[src/rtl/tcam_pkg.sv]
// Shared constants, per-group match record and saturating-increment helper for the TCAM encoder.
// With TCAM_MULTI_MATCH_EN defined, the group record also carries a two-or-more flag.
package tcam_pkg;
  localparam int GRP_W     = 8;
  localparam int GRP_IDX_W = 3;

  typedef struct packed {
    logic                 hit;
    logic [GRP_IDX_W-1:0] idx;
`ifdef TCAM_MULTI_MATCH_EN
    logic                 multi;
`endif
  } grp_rec_t;

  // Counters are at most 64 bits wide; callers pass their own all-ones ceiling.
  function automatic logic [63:0] sat_inc(input logic [63:0] v, input logic [63:0] vmax);
    return (v == vmax) ? v : v + 64'd1;
  endfunction
endpackage

[src/rtl/prio_enc8.sv]
// Combinational 8-bit lowest-set-bit encoder; bit 0 has the highest priority.
// With TCAM_MULTI_MATCH_EN defined, also flags two or more set bits.
module prio_enc8
  import tcam_pkg::*;
(
  input  logic [GRP_W-1:0]     vec,
  output logic                 hit,
  output logic [GRP_IDX_W-1:0] idx
`ifdef TCAM_MULTI_MATCH_EN
  ,
  output logic                 multi
`endif
);
  always_comb begin
    idx = '0;
    for (int i = GRP_W - 1; i >= 0; i--)
      if (vec[i]) idx = GRP_IDX_W'(i);
  end

  assign hit = |vec;

`ifdef TCAM_MULTI_MATCH_EN
  // Clearing the lowest set bit leaves something only if two or more were set.
  assign multi = |(vec & (vec - GRP_W'(1)));
`endif
endmodule

[src/rtl/tcam_match_encoder.sv]
// Two-stage priority encoder behind the TCAM array, with saturating lookup/hit statistics.
// Optional macro TCAM_MULTI_MATCH_EN adds the multi output and multi_cnt counter.
module tcam_match_encoder
  import tcam_pkg::*;
#(
  parameter int D  = 64,
  parameter int AW = $clog2(D),
  parameter int CW = 32
) (
  input  logic          clk,
  input  logic          reset,
  input  logic [D-1:0]  match,
  input  logic          match_valid,
  output logic          match_ready,
  output logic [AW-1:0] addr,
  output logic          hit,
  output logic          out_valid,
  input  logic          out_ready,
  input  logic          stat_clr,
  output logic [CW-1:0] lookup_cnt,
  output logic [CW-1:0] hit_cnt
`ifdef TCAM_MULTI_MATCH_EN
  ,
  output logic          multi,
  output logic [CW-1:0] multi_cnt
`endif
);
  localparam int G      = D / GRP_W;
  localparam int GW     = (G > 1) ? $clog2(G) : 1;
  localparam int STAGES = 2;
  localparam logic [63:0] CMAX = (64'd1 << CW) - 64'd1;

  logic                 advance, xfer;
  logic [STAGES:1]      vld_pipe;
  grp_rec_t [G-1:0]     grp_d, grp_q;
  logic [G-1:0]         grp_hits;
  logic [GW-1:0]        sel_g;
  logic [GRP_IDX_W-1:0] sel_idx;
  logic                 s2_hit;
  logic [AW-1:0]        addr_d;

  // Whole pipeline moves in lockstep; the input is ready exactly when it moves.
  assign advance     = ~vld_pipe[STAGES] | out_ready;
  assign match_ready = advance;
  assign out_valid   = vld_pipe[STAGES];
  assign xfer        = out_valid & out_ready;

  for (genvar g = 0; g < G; g++) begin : g_lane
    logic                 l_hit;
    logic [GRP_IDX_W-1:0] l_idx;
`ifdef TCAM_MULTI_MATCH_EN
    logic                 l_multi;
    prio_enc8 u_enc (.vec(match[g*GRP_W +: GRP_W]), .hit(l_hit), .idx(l_idx), .multi(l_multi));
    assign grp_d[g].multi = l_multi;
`else
    prio_enc8 u_enc (.vec(match[g*GRP_W +: GRP_W]), .hit(l_hit), .idx(l_idx));
`endif
    assign grp_d[g].hit = l_hit;
    assign grp_d[g].idx = l_idx;
  end

  always_ff @(posedge clk) begin
    if (reset) begin
      vld_pipe <= '0;
      grp_q    <= '0;
    end else if (advance) begin
      vld_pipe <= {vld_pipe[STAGES-1:1], match_valid};
      grp_q    <= grp_d;
    end
  end

`ifdef TCAM_MULTI_MATCH_EN
  logic [G-1:0] grp_multis;
  logic         grp_many, multi_d;
`endif

  always_comb begin
    grp_hits = '0;
`ifdef TCAM_MULTI_MATCH_EN
    grp_multis = '0;
`endif
    for (int g = 0; g < G; g++) begin
      grp_hits[g] = grp_q[g].hit;
`ifdef TCAM_MULTI_MATCH_EN
      grp_multis[g] = grp_q[g].multi;
`endif
    end
  end

  // Group-level selection reuses the 8-bit encoder when there are exactly eight groups.
  if (G == GRP_W) begin : g_s2_enc
    logic [GRP_IDX_W-1:0] gi;
`ifdef TCAM_MULTI_MATCH_EN
    prio_enc8 u_enc (.vec(grp_hits), .hit(s2_hit), .idx(gi), .multi(grp_many));
`else
    prio_enc8 u_enc (.vec(grp_hits), .hit(s2_hit), .idx(gi));
`endif
    assign sel_g = GW'(gi);
  end else begin : g_s2_loop
    always_comb begin
      sel_g = '0;
      for (int g = G - 1; g >= 0; g--)
        if (grp_hits[g]) sel_g = GW'(g);
    end
    assign s2_hit = |grp_hits;
`ifdef TCAM_MULTI_MATCH_EN
    assign grp_many = |(grp_hits & (grp_hits - G'(1)));
`endif
  end

  assign sel_idx = grp_q[sel_g].idx;
  assign addr_d  = s2_hit ? AW'({sel_g, sel_idx}) : '0;
`ifdef TCAM_MULTI_MATCH_EN
  assign multi_d = grp_many | (|grp_multis);
`endif

  always_ff @(posedge clk) begin
    if (reset) begin
      addr <= '0;
      hit  <= 1'b0;
`ifdef TCAM_MULTI_MATCH_EN
      multi <= 1'b0;
`endif
    end else if (advance) begin
      addr <= addr_d;
      hit  <= s2_hit;
`ifdef TCAM_MULTI_MATCH_EN
      multi <= multi_d;
`endif
    end
  end

  // Clear beats a coincident transfer.
  always_ff @(posedge clk) begin
    if (reset || stat_clr) begin
      lookup_cnt <= '0;
      hit_cnt    <= '0;
`ifdef TCAM_MULTI_MATCH_EN
      multi_cnt  <= '0;
`endif
    end else if (xfer) begin
      lookup_cnt <= CW'(sat_inc(64'(lookup_cnt), CMAX));
      if (hit) hit_cnt <= CW'(sat_inc(64'(hit_cnt), CMAX));
`ifdef TCAM_MULTI_MATCH_EN
      if (multi) multi_cnt <= CW'(sat_inc(64'(multi_cnt), CMAX));
`endif
    end
  end
endmodule

[config.mk]
export PLATFORM = sky130hd
export DESIGN_NAME = tcam_match_encoder
export DESIGN_NICKNAME = d
export VERILOG_FILES = /design/src/rtl/tcam_pkg.sv /design/src/rtl/prio_enc8.sv /design/src/rtl/tcam_match_encoder.sv
export SDC_FILE = /design/constraint.sdc
export NUM_CORES = 1
export LEC_CHECK = 0
export ABC_CLOCK_PERIOD_IN_PS = 5500
export CORE_MARGIN = 2
export CORE_UTILIZATION = 52
export DETAILED_ROUTE_END_ITERATION = 16
export GPL_TIMING_DRIVEN = 0
export HOLD_SLACK_MARGIN = 0.1
export PLACE_DENSITY = 0.95
export SLEW_MARGIN = 20
export SYNTH_ARGS = -nofsm -noshare
export SYNTH_HDL_FRONTEND = slang
export SYNTH_SLANG_ARGS = --single-unit
[constraint.sdc]
create_clock -name clk -period 5.5 [get_ports clk]
set_clock_uncertainty 0.2 [all_clocks]
set_input_delay 0.55 -clock clk [delete_from_list [all_inputs] [get_ports clk]]
set_output_delay 0.55 -clock clk [all_outputs]
set_load 0.005 [all_outputs]
==> impl_metrics.toml, run 1 <==
[outcome]
status = "complete, no violations"

[place]
finalWeightedCongestion = 0.9116
dp_hpwl_um = 11040
place_area_mm2 = 0.006714
dpl_worst_slack_ns = 2.007
dp.cells = 914
numPortBuffers = 141

[setup_path]
cp_cell_sequence = "clkdlybuf4s50_1 -> nor2b_1 -> clkbuf_1 -> inv_1 -> clkbuf_1 -> clkdlybuf4s50_1"
critPathMaxFanout = 10
crit_family = "buffers and inverters"
critPathLaunchType = "input pin"
r2r-start = "vld_pipe[2]"
cpPeakStageDelay_ns = 0.55
rrSetupSlack_ns = 2.62
slowest_stage = "clkdlybuf4s50_1"
crit_type = "in -> out"
reg2reg_to = "addr[5]"
cp_num_buf_inv = 5
r2r.worst_path.cells = 6
cp_data_required_time_ns = 4.75
cp-end-kind = "primary output"
worstPathArrival_ns = 2.82

[hold_path]
hp-class = "reg -> reg"
worst_hold_path.endpoint = "grp_q[4]"
min-delay-start = "grp_q[4]"
holdPathStages = 2

[detailed_routing]
drt-met1-wl_um = 5736
drt_pass1_iterations = 4
top_layer = "met4"
drc = 0
drt_wl_total_um = 14740
via_per_inst = 5.763
drtIter0Drc = 176
antenna_left = 0
wl_met3_um = 847
route.vias.total = 5360
wl_met2_um = 7809
post_drt_wl_per_cell_um = 15.84

[final_layout]
instances_no_fill = 930
utilization_pct = 71.85
layout-drive-gt1-share_pct = 4.266
n_fill_cell = 721
fin_area_mm2 = 0.006958
area_growth_pct = 35.47
regArea_mm2 = 0.002102
diodes = 0
multiInputGateArea_mm2 = 0.002854
num-nets-final = 863

[logic_synthesis]
synth_top_area_share_pct = 40.93
ys_warn_count = 0
synth_most_common_cell = "dfxtp_1"
synth_top_area_cell = "dfxtp_1"
synthCells = 640
netlist_area_mm2 = 0.005136
ys_top_cells_by_area = "dfxtp_1, nor2_1, xor2_1, a21oi_1, or3_1"
synth_cell_types = 42
synth-seq-cells = 105
synthesis.nets = 711
synth_ff_type = "dfxtp_1"
synthArstFlopShare_pct = 0
synth_edf_count = 0
synthTopCellsByCount = "dfxtp_1, nor2_1, a21oi_1"
seq_area_frac_synth_pct = 40.93
syn-mean-instance-area_um2 = 8.025

[clocking]
cts_htree_levels = 3
hold_buffers = 0
numCtsBuffers = 9
clk-insertion-delay-late_ns = 0.37
cts_tree = "yes"
path_clk_slew_ns = 0.10
post-cts-setup-buffer-count = 0
clockRootBuffer = "clkbuf_8"
cts_sinks = 105
cts_max_path_buffers = 2
cts_resized = 0

[timing]
drv_slew = 0
fmax_mhz = 280.4
slew_headroom_pct = 50.16
fin_crit_ns = 3.566
rsz0062_at_grt = "no"
fin_ws_ns = 1.934
worstMarginPinSlew_ns = 0.7443
fin_tns_setup_ns = 0
hold_ws_ns = 0.2629
final-hold-violation-count = 0
finalSetupViolations = 0
period_share_pct = 64.84

[global_route]
grt_pass1_vias = 5164
antenna_found_initial = 0
overflow = 0
grt_pass1_wl_um = 23390
grt_start_max_net_pins = 17
grtUsageTotal_pct = 27.65

[power_and_ir_drop]
fin_total_pwr_mw = 1.521
ir_drop_v = 0.0001284
leakage_nw = 2.366
power_density_mw_per_mm2 = 218.6

[die]
io_pins = 142
floorplan.core_area_mm2 = 0.009684
start_util_pct = 53.04
num_rows = 36
fp.dieH_um = 103.4
die_area_mm2 = 0.01069
die_w_um = 103.4

[run]
maxCapViolations = 0
worst max-delay path by stage:
| stage | start | to | cells past startpoint |
|---|---|---|---|
| floorplan | out_ready | hit_cnt[27] | 6 |
| global placement | out_ready | match_ready | 6 |
| detailed placement | out_ready | match_ready | 6 |
| CTS | out_ready | match_ready | 6 |
| global route | out_ready | match_ready | 6 |
| finish | out_ready | match_ready | 6 |
where the power goes:
group	switching, mW	total, mW	internal [mW]	leakage, nW
Clock	0.263	0.577	0.314	0.120
Combinational	0.0743	0.158	0.0834	1.39
Sequential	0.0114	0.786	0.775	0.853
final cells by class:
| class | instances | area share (%) |
|---|---|---|
| Buffer | 22 | 1.187 |
| Clock buffer | 11 | 2.032 |
| Clock inverter | 5 | 1.475 |
| Inverter | 26 | 1.403 |
| Multi-Input combinational cell | 487 | 41.02 |
| Sequential cell | 105 | 30.21 |
| Tap cell | 133 | 2.392 |
| Timing Repair Buffer | 141 | 20.28 |
worst min-delay path: cells and delay by family (launching register included):
kind | cells | cell delay, ns
flip-flops | 1 | 0.32
AND/OR/NAND/NOR | 1 | 0.05
AO/OA/AOI/OAI | 1 | 0.05
layout by cell type (no fill, tap or decap), drive strengths merged, types with 2 or more instances in the layout:
| cell | netlist | routed |
|---|---|---|
| mux2 | 6 | 6 |
| o21bai | 9 | 9 |
| xor2 | 33 | 33 |
| a21oi | 57 | 57 |
| nand4 | 22 | 22 |
| a2bb2oi | 8 | 8 |
| nand2b | 10 | 10 |
| clkdlybuf4s50 | 0 | 141 |
| or2 | 4 | 4 |
| a221oi | 2 | 2 |
| or3 | 29 | 29 |
| ha | 2 | 2 |
| nor2 | 94 | 94 |
| nor4b | 2 | 2 |
| nand3b | 2 | 2 |
| or4 | 2 | 2 |
| and4 | 9 | 9 |
| bufinv | 0 | 3 |
| and3 | 13 | 13 |
| nor3 | 32 | 32 |
| a2111oi | 4 | 4 |
| a211oi | 8 | 8 |
| nand3 | 30 | 30 |
| a211o | 2 | 2 |
| inv | 26 | 26 |
| nand2 | 43 | 43 |
| o21ai | 22 | 22 |
| nor4 | 10 | 10 |
| xnor2 | 16 | 16 |
| mux2i | 4 | 4 |
| clkbuf | 21 | 32 |
| a31oi | 4 | 4 |
| and2 | 5 | 5 |
| dfxtp | 105 | 105 |
registers in the layout, summed over array words and instances (netlist names):
register,count
addr,6
grp_hits,8
grp_q,24
hit,1
hit_cnt,32
lookup_cnt,32
vld_pipe,2
cells by family (layout without fill, tap and decap cells):
family	after synthesis	in the layout	synth area share, %
XOR/XNOR	49	49	8.356
multiplexers	10	10	2.095
adder cells (fa/ha/maj)	2	2	0.4871
AO/OA/AOI/OAI	117	117	14.13
AND/OR/NAND/NOR	309	309	30.50
flip-flops	105	105	40.93
buffers and inverters	48	205	3.508
routing by layer:
layer,GRT usage [%],vias up
met1,31.09,2528
met2,50.92,225
li1,-,2573
met5,0,-
met4,13.06,0
met3,4.167,34
Power figures use the tool's default switching activity.
==> run 2, diff against run 1 <==
--- a/config.mk
+++ b/config.mk
@@ -5,13 +5,13 @@
 export SDC_FILE = /design/constraint.sdc
 export NUM_CORES = 1
 export LEC_CHECK = 0
-export ABC_CLOCK_PERIOD_IN_PS = 5500
+export ABC_CLOCK_PERIOD_IN_PS = 3200
 export CORE_MARGIN = 2
-export CORE_UTILIZATION = 52
+export CORE_UTILIZATION = 44
 export DETAILED_ROUTE_END_ITERATION = 16
 export GPL_TIMING_DRIVEN = 0
 export HOLD_SLACK_MARGIN = 0.1
-export PLACE_DENSITY = 0.95
+export PLACE_DENSITY = 0.88
 export SLEW_MARGIN = 20
 export SYNTH_ARGS = -nofsm -noshare
 export SYNTH_HDL_FRONTEND = slang
==> constraint.sdc (replaced) <==
create_clock -name clk -period 3.2 [get_ports clk]
set_clock_uncertainty 0.2 [all_clocks]
set_input_delay 0.32 -clock clk [delete_from_list [all_inputs] [get_ports clk]]
set_output_delay 0.32 -clock clk [all_outputs]
set_load 0.005 [all_outputs]
==> impl_metrics.toml, run 2 (synthesis gave the netlist of run 1 again) <==
[timing]
worstMarginPinSlew_ns = 0.7302
period_share_pct = 96.28
final-hold-violation-count = 0
drv_slew = 0
rsz0062_at_grt = "no"
fmax_mhz = 324.6
fin_crit_ns = 3.081
slew_headroom_pct = 51.22
finalSetupViolations = 0

[final_layout]
utilization_pct = 61.47
layout-drive-gt1-share_pct = 4.391
diodes = 0
area_growth_pct = 36.66
fin_area_mm2 = 0.007019
final_cell_mix = "clkdlybuf4s50_1, dfxtp_1, nor2_1"
num-nets-final = 863
final_common_cell = "clkdlybuf4s50_1"
top_regs = "hit_cnt: 32 flops, lookup_cnt: 32 flops, grp_q: 24 flops"

[clocking]
post-cts-setup-buffer-count = 0
numCtsBuffers = 9
cts_htree_levels = 3
clk-insertion-delay-late_ns = 0.34
path_clk_slew_ns = 0.08
cts_sinks = 105
cts_resized = 0
cts_max_path_buffers = 2
hold_buffers = 0
clockRootBuffer = "clkbuf_16"
cts_tree = "yes"

[global_route]
grt_pass1_vias = 4879
grt_start_max_net_pins = 21
grt_pass1_wl_um = 22490
antenna_found_initial = 0
overflow = 0
grtUsageTotal_pct = 21.23

[setup_path]
crit_type = "in -> out"
slowest_stage = "clkdlybuf4s50_1"
critPathMaxFanout = 10
cp_cell_sequence = "clkdlybuf4s50_1 -> nor2b_1 -> clkbuf_1 -> inv_1 -> clkbuf_1 -> clkdlybuf4s50_1"
cp_data_required_time_ns = 2.68
worstPathArrival_ns = 2.56
cp-end-kind = "primary output"
cpPeakStageDelay_ns = 0.53
critPathLaunchType = "input pin"

[detailed_routing]
drtIter0Drc = 278
antenna_left = 0
post_drt_wl_per_cell_um = 14.50
drt_wl_total_um = 13630
via_per_inst = 5.474
drt_pass1_iterations = 5
route.vias.total = 5146
drc = 0

[power_and_ir_drop]
power_density_mw_per_mm2 = 384.8
ir_drop_v = 0.0003618
leakage_nw = 2.389

[die]
fp.dieH_um = 112.0
floorplan.core_area_mm2 = 0.01142
num_rows = 39
io_pins = 142
die_w_um = 112.0
start_util_pct = 44.98
die_area_mm2 = 0.01255

[outcome]
status = "complete, no violations"

[place]
dp_hpwl_um = 10260
place_area_mm2 = 0.006726
finalWeightedCongestion = 0.8906
numPortBuffers = 141

[run]
maxCapViolations = 0

[hold_path]
hp-class = "reg -> reg"
[run 2: changes by cell type in the layout (fill, tap and decap cells not counted), sizes merged]
cell | previous run | this run
clkbuf | 32 | 30
bufinv | 3 | 0
inv | 26 | 31
[run 2: final cells by class]
cell class / count / area, µm²
tap: 143 / 178.9
sequential: 105 / 2102
buffer: 22 / 82.58
multi-input combinational: 487 / 2854
inverter: 26 / 97.59
timing repair buffer: 141 / 1411
clock buffer: 9 / 225.2
clock inverter: 7 / 67.56
fill: 1029 / 4399
[run 2: routing by layer]
metal  routed length (µm)  GRT usage, %
met5                    0             0
met4                  138         6.016
met2                 6951         38.75
met3                  810         3.564
met1                 5730         25.81
[run 2: path summary, 6_finish.rpt]
kind	start	end	slack (ns)	cells after the start
worst min register to register	grp_q[4]	grp_q[4]	0.26	2
worst max register to register	vld_pipe[2]	grp_q[1]	0.42	6
worst max-delay path	out_ready	match_ready	0.12	6
worst min-delay path	grp_q[4]	grp_q[4]	0.26	2
[run 2: report_power, final]
part | switching (mW) | internal, mW | total (mW)
Combinational | 0.123 | 0.143 | 0.266
Clock | 0.533 | 0.553 | 1.09
Sequential | 0.0188 | 1.33 | 1.35
[run 2: stage by stage]
step | TNS (ns) | instances | power (mW) | worst slack (ns) | hold slack, ns
5_1_grt | 0 | 940 | 2.799 | 0.02162 | 0.2842
3_3_place_gp | 0 | 924 | 1.639 | 0.05180 | 0.2365
3_5_place_dp | -0.05575 | 924 | 1.645 | -0.02227 | 0.2478
2_1_floorplan | 0 | 640 | 1.491 | 1.121 | 0.2284
4_1_cts | 0 | 940 | 2.717 | 0.1115 | 0.2570
6_report | 0 | 940 | 2.701 | 0.1192 | 0.2551
[run 2: worst max-delay path, delay by kind of cell]
family / cells / cell delay [ns]
buffers and inverters: 5 / 1.91
and+or+nand+nor: 1 / 0.32
==> RTL edit 1 (settings of run 2) <==
Add a define of `TCAM_MULTI_MATCH_EN`.
--- a/src/rtl/tcam_pkg.sv
+++ b/src/rtl/tcam_pkg.sv
@@ -2,2 +2,4 @@
 // With TCAM_MULTI_MATCH_EN defined, the group record also carries a two-or-more flag.
+`define TCAM_MULTI_MATCH_EN
+
 package tcam_pkg;
Check against the original RTL (old outputs only; new: multi and multi_cnt): same outputs for any inputs over 4 cycles, from zero or initial values and one cycle with reset high; that may be too few to reach the edited logic, so the function may still have changed.
==> RTL edit 1 against run 2 <==
- combinational power grew 35%
- wire length grew 59%
- design area grew 46%
- power grew 59%
- sequential cell count grew 41
- synthesized area grew 48%
- first-iteration DRC count grew 110%
- setup slack gained 0.011 ns
- critical path type unchanged
==> RTL edit 1: results (changes against run 2) <==
----------------------------------------------------
[CTS]
  CTS Buffer Depth ... 2 (unchanged)
  Cts repair resizes ... 1 (+1)
  Clk pin slew, worst setup/hold paths ... 0.06 ns (-0.02 ns)
  Worst-skew pair later-pin latency ... 0.43 ns (+0.09 ns)
  CTS H-tree depth ... 4 (+1)
  Number of clock buffers inserted by TritonCTS ... 17 (+8)
  Clock Tree Root ... sky130_fd_sc_hd__clkbuf_16
  Number of setup buffers added after CTS ... 0 (unchanged)

[Routing]
  DRT Pass-1 Iters ... 5 (unchanged)
  DR vias ... 7875 (+53%)
  DRC violation total after the first TritonRoute iteration ... 570 (+110%)
  WL/cell ... 15.7 um (+8.1%)

[Yosys]
  Dominant cells by area after synthesis ... sky130_fd_sc_hd__dfxtp_1, sky130_fd_sc_hd__nor2_1, sky130_fd_sc_hd__a21oi_1
  Number of different library cells in the post-synthesis netlist ... 59 (+40%)
  Proportion of synthesized flip-flops having asynchronous set or reset ... 0 (unchanged)
  Total nets after synthesis ... 1022 (+44%)
  Yosys warnings ... 0 (unchanged)
  Top cell types by occurrence after synthesis ... sky130_fd_sc_hd__nor2_1, sky130_fd_sc_hd__dfxtp_1, sky130_fd_sc_hd__a21oi_1
  Most common flop cell mapped by yosys ... sky130_fd_sc_hd__dfxtp_1
  Seq/Total Area, Yosys ... 0.385 (-0.0242)

[Place]
  HPWL Detailed ... 16.0 mm (+56%)
  Final weighted congestion in routability-driven placement ... 0.935 (+4.9%)
  Setup Slack @ Placement ... -0.000275 ns (+0.0220 ns)
  Port Buffer Count ... 173 (+23%)

[Critical path]
  Beginning of the worst register-to-register path ... grp_hits[3]
  Crit-path max cell delay ... 0.66 ns (+0.13 ns)
  Worst setup startpoint ... out_ready
  CP delay by family, top ... buffers and inverters
  Cell with the largest stage delay on the worst path ... sky130_fd_sc_hd__clkdlybuf4s50_1
  Maximum fanout encountered on the critical timing path ... 10 (unchanged)
  Critical path data arrival time ... 2.55 ns (about the same)
  R2R cell count ... 8 (+2)

[Run]
  Max-Cap Viols ... 0 (unchanged)

[Pwr]
  Power spent charging and discharging nets ... 1.01 mW (+49%)
  Pleak ... 3.39 nW (+42%)
  Maximum VDD drop ... 0.000367 V (+1.5%)

[Hold path]
  Worst hold path cell count ... 2 (unchanged)
  Hold Path Class ... flip-flop to flip-flop
  Start point of the worst hold path ... grp_q[21]

[GRT]
  Wire length of the first global-routing pass ... 34.3 mm (+52%)
  Number of antenna violations at the first check in global routing ... 0 (unchanged)
  Tot GR Track Use ... 0.233 (+0.0203)
  Largest net degree at the start of global routing ... 17 (-19%)
  Vias in the first global route ... 7147 (+46%)

[Layout]
  Antenna fix cells ... 0 (unchanged)
  Top flop regs ... hit_cnt (32), lookup_cnt (32), multi_cnt (32)
  Share of cells above drive strength 1 ... 0.0485 (+0.00457)
  Total Nets Final ... 1214 (+41%)
  Fillcell total ... 1506 (+46%)

[Status]
  Status ... finished clean

[STA]
  Headroom to the max-slew limit ... 0.558 (+0.0459)

----------------------------------------------------
## RTL edit 1: cell count changes in the layout (fill, tap and decap cells not counted), sizes merged, moves of 10 or more
cell and delta:
nor4 +23, xnor2 +24, nand4 +16, clkbuf +21, a21oi +14, o21ai +20
nor2 +65, a311oi +19, a22oi +10, clkdlybuf4s50 +32, dfxtp +41, nand2 +18
## RTL edit 1: routing by layer
metal / up-vias / part of all wire / GRT usage
li1: 3856 / - / -
met1: 3693 / 0.42 / 0.283
met2: 282 / 0.49 / 0.399
met3: 44 / 0.066 / 0.0494
met4: 0 / 0.021 / 0.0984
met5: - / 0 / 0
## RTL edit 1: power groups by stage
stage / Clock, mW / Combinational (mW) / Sequential, mW
floorplan: 0 / 0.167 / 1.91
global placement: 0 / 0.343 / 1.92
detailed placement: 0 / 0.351 / 1.92
CTS: 2.07 / 0.355 / 1.88
global route: 2.15 / 0.393 / 1.88
finish: 2.05 / 0.358 / 1.88
## RTL edit 1: cell type report
cell class              count  area [um2]  share of cell area
well taps                 225         282              0.0275
flip-flops and latches    146        2920               0.286
clock buffers              20         457              0.0447
multi-input cells         736        4400               0.430
plain buffers              40         168              0.0164
repair buffers            173        1730               0.169
clock inverters            12         158              0.0154
inverters                  28         105              0.0103
## RTL edit 1: cell families (layout without fill, tap and decap cells)
family,after synthesis,after routing,synth area share
and+or+nand+nor,460,460,0.312
AOI/OAI and AO/OA,184,184,0.156
DFF,146,146,0.385
xor gates and xnor gates,70,70,0.0808
buffers and inverters,68,273,0.0358
adders and majority gates,11,11,0.0155
muxes,11,11,0.0150
## RTL edit 1: final timing paths
| path | end | slack [ns] |
|---|---|---|
| worst max-delay path | match_ready | 0.13 |
| worst min-delay path | grp_q[21] | 0.25 |
| worst max register to register | addr[2] | 0.65 |
| worst min register to register | grp_q[21] | 0.25 |
## RTL edit 1: worst min-delay path: stages, from the launching register on
cell                      delay [ns]
sky130_fd_sc_hd__dfxtp_1        0.31
sky130_fd_sc_hd__nand2_1        0.05
sky130_fd_sc_hd__a21oi_1        0.05
## RTL edit 1: metrics by stage
| stage | utilization | instances | instance area, um2 | setup TNS (ns) |
|---|---|---|---|---|
| 5_1_grt | 0.599 | 1380 | 10200 | 0 |
| 3_5_place_dp | 0.563 | 1348 | 9600 | -0.000275 |
| 2_1_floorplan | - | 950 | 7590 | 0 |
| 3_3_place_gp | 0.563 | 1348 | 9600 | -0.0147 |
| 6_report | 0.599 | 1380 | 10200 | 0 |
| 4_1_cts | 0.599 | 1380 | 10200 | 0 |
==> RTL edit 2 (config.mk and constraints of run 2) <==
Made on the original files. Reset style: asynchronous (`reset`), changed in 2 clocked blocks.
--- a/src/rtl/tcam_match_encoder.sv
+++ b/src/rtl/tcam_match_encoder.sv
@@ -61,3 +61,3 @@
 
-  always_ff @(posedge clk) begin
+  always_ff @(posedge clk or posedge reset) begin
     if (reset) begin
@@ -116,3 +116,3 @@
 
-  always_ff @(posedge clk) begin
+  always_ff @(posedge clk or posedge reset) begin
     if (reset) begin
Formal check against the unedited RTL: differs if reset is asserted again (counterexample within 4 cycles, from zero or initial values and one cycle with reset high); with reset held inactive, the same outputs for 4 cycles.
==> RTL edit 2 against run 2 <==
- power grew 3.3%
- synthesized area grew 3.7%
- clock power is essentially flat
- wire length grew 0.10%
- sequential cell count is the same
- setup slack gained 0.068 ns
- design area grew 3.3%
- synthesized cell count shrank 2.5%
- critical path type unchanged
- largest cell class unchanged
- largest power group unchanged
==> RTL edit 2: results (changes against run 2) <==
----------------------------------------------------
[GRT]
  Met1 usage in global routing ... 0.274 (+0.0155)
  Vias in the first global route ... 4634 (-5.0%)
  Wire length of the first global-routing pass ... 22.5 mm (about the same)
  Met3 track demand over resource in global routing ... 0.0393 (+0.00368)

[STA]
  Headroom to the max-slew limit ... 0.534 (+0.0217)
  Setup slack of the critical path after layout ... 0.188 ns (+0.0685 ns)

[Layout]
  Fillcell total ... 1005 (-2.3%)
  Share of cells above drive strength 1 ... 0.0460 (+0.00212)
  Total Nets Final ... 848 (-1.7%)

[Critical path]
  FF-to-FF End ... grp_q[26]
  Beginning of the worst register-to-register path ... vld_pipe[2]
  Critical path data arrival time ... 2.49 ns (-0.07 ns)
  Crit-path max cell delay ... 0.62 ns (+0.09 ns)
  Worst R2R Setup Slack ... 0.84 ns (+0.42 ns)

[Yosys]
  Number of different library cells in the post-synthesis netlist ... 58 (+38%)
  Dominant cells by area after synthesis ... sky130_fd_sc_hd__dfxtp_1, sky130_fd_sc_hd__dfrtp_1, sky130_fd_sc_hd__nor2_1
  Top cell types by occurrence after synthesis ... sky130_fd_sc_hd__nor2_1, sky130_fd_sc_hd__nand2_1, sky130_fd_sc_hd__dfxtp_1
  Seq/Total Area, Yosys ... 0.433 (+0.0241)
  Total nets after synthesis ... 695 (-2.3%)

[Pwr]
  Power spent charging and discharging nets ... 660 uW (-2.1%)
  Maximum VDD drop ... 0.000318 V (-12%)
  Sequential power share ... 0.495 (-0.005)

[Routing]
  DR vias ... 5132 (-0.27%)
  Total length of routed wires ... 13.6 mm (+0.10%)

[Place]
  Setup Slack @ Placement ... 0.198 ns (+0.220 ns)
  HPWL Detailed ... 10.4 mm (+1.5%)
  Final weighted congestion in routability-driven placement ... 0.913 (+2.5%)

[Status]
  Status ... finished clean

[Hold path]
  Hold Path Class ... input port to asynchronous set/reset pin

----------------------------------------------------
[RTL edit 2: cells by family after synthesis]
| group | share of synthesized area |
|---|---|
| simple gates | 0.278 |
| compound gates | 0.145 |
| flops | 0.433 |
| xor+xnor | 0.0872 |
| buf+inv | 0.0376 |
| mux | 0.0139 |
| fa+ha+maj | 0.00470 |
[RTL edit 2: worst min-delay path by stage]
stage                  endpoint  slack [ns]  cells past startpoint
detailed placement  vld_pipe[2]        0.25                      1
floorplan             grp_q[10]        0.22                      1
CTS                     addr[3]        0.19                      2
global placement    vld_pipe[1]        0.25                      2
global route        vld_pipe[1]        0.22                      2
finish              grp_hits[4]        0.18                      2
[RTL edit 2: power groups by stage]
stage                     logic [mW]  clock network (mW)  registers [mW]
final                          0.315                1.09            1.38
after global routing           0.346                1.16            1.38
after CTS                      0.317                1.11            1.38
after detailed placement       0.316                   0            1.41
after global placement         0.308                   0            1.41
after floorplan                0.135                   0            1.40
[RTL edit 2: through the flow]
stage / area, um2 / power [mW] / std cells / utilization
final: 7250 / 2.79 / 929 / 0.609
after global routing: 7250 / 2.89 / 929 / 0.609
after CTS: 7250 / 2.81 / 929 / 0.609
after detailed placement: 6950 / 1.72 / 913 / 0.583
after global placement: 6920 / 1.72 / 912 / 0.581
after floorplan: 5320 / 1.54 / 624 / -
[RTL edit 2: area by class of cell]
cell class              instances  area (um2)  area share
flip-flops and latches        105        2310       0.318
repair buffers                142        1440       0.198
clock buffers                  13         282      0.0388
plain buffers                  25         110      0.0152
multi-input cells             470        2820       0.389
well taps                     147         184      0.0254
clock inverters                 3        21.3     0.00293
inverters                      24        90.1      0.0124
[RTL edit 2: layer usage]
metal  share of wire  up-vias
met5               0        -
met4           0.016        0
met3           0.061       21
met2            0.48      186
met1            0.44     2382
li1                -     2543
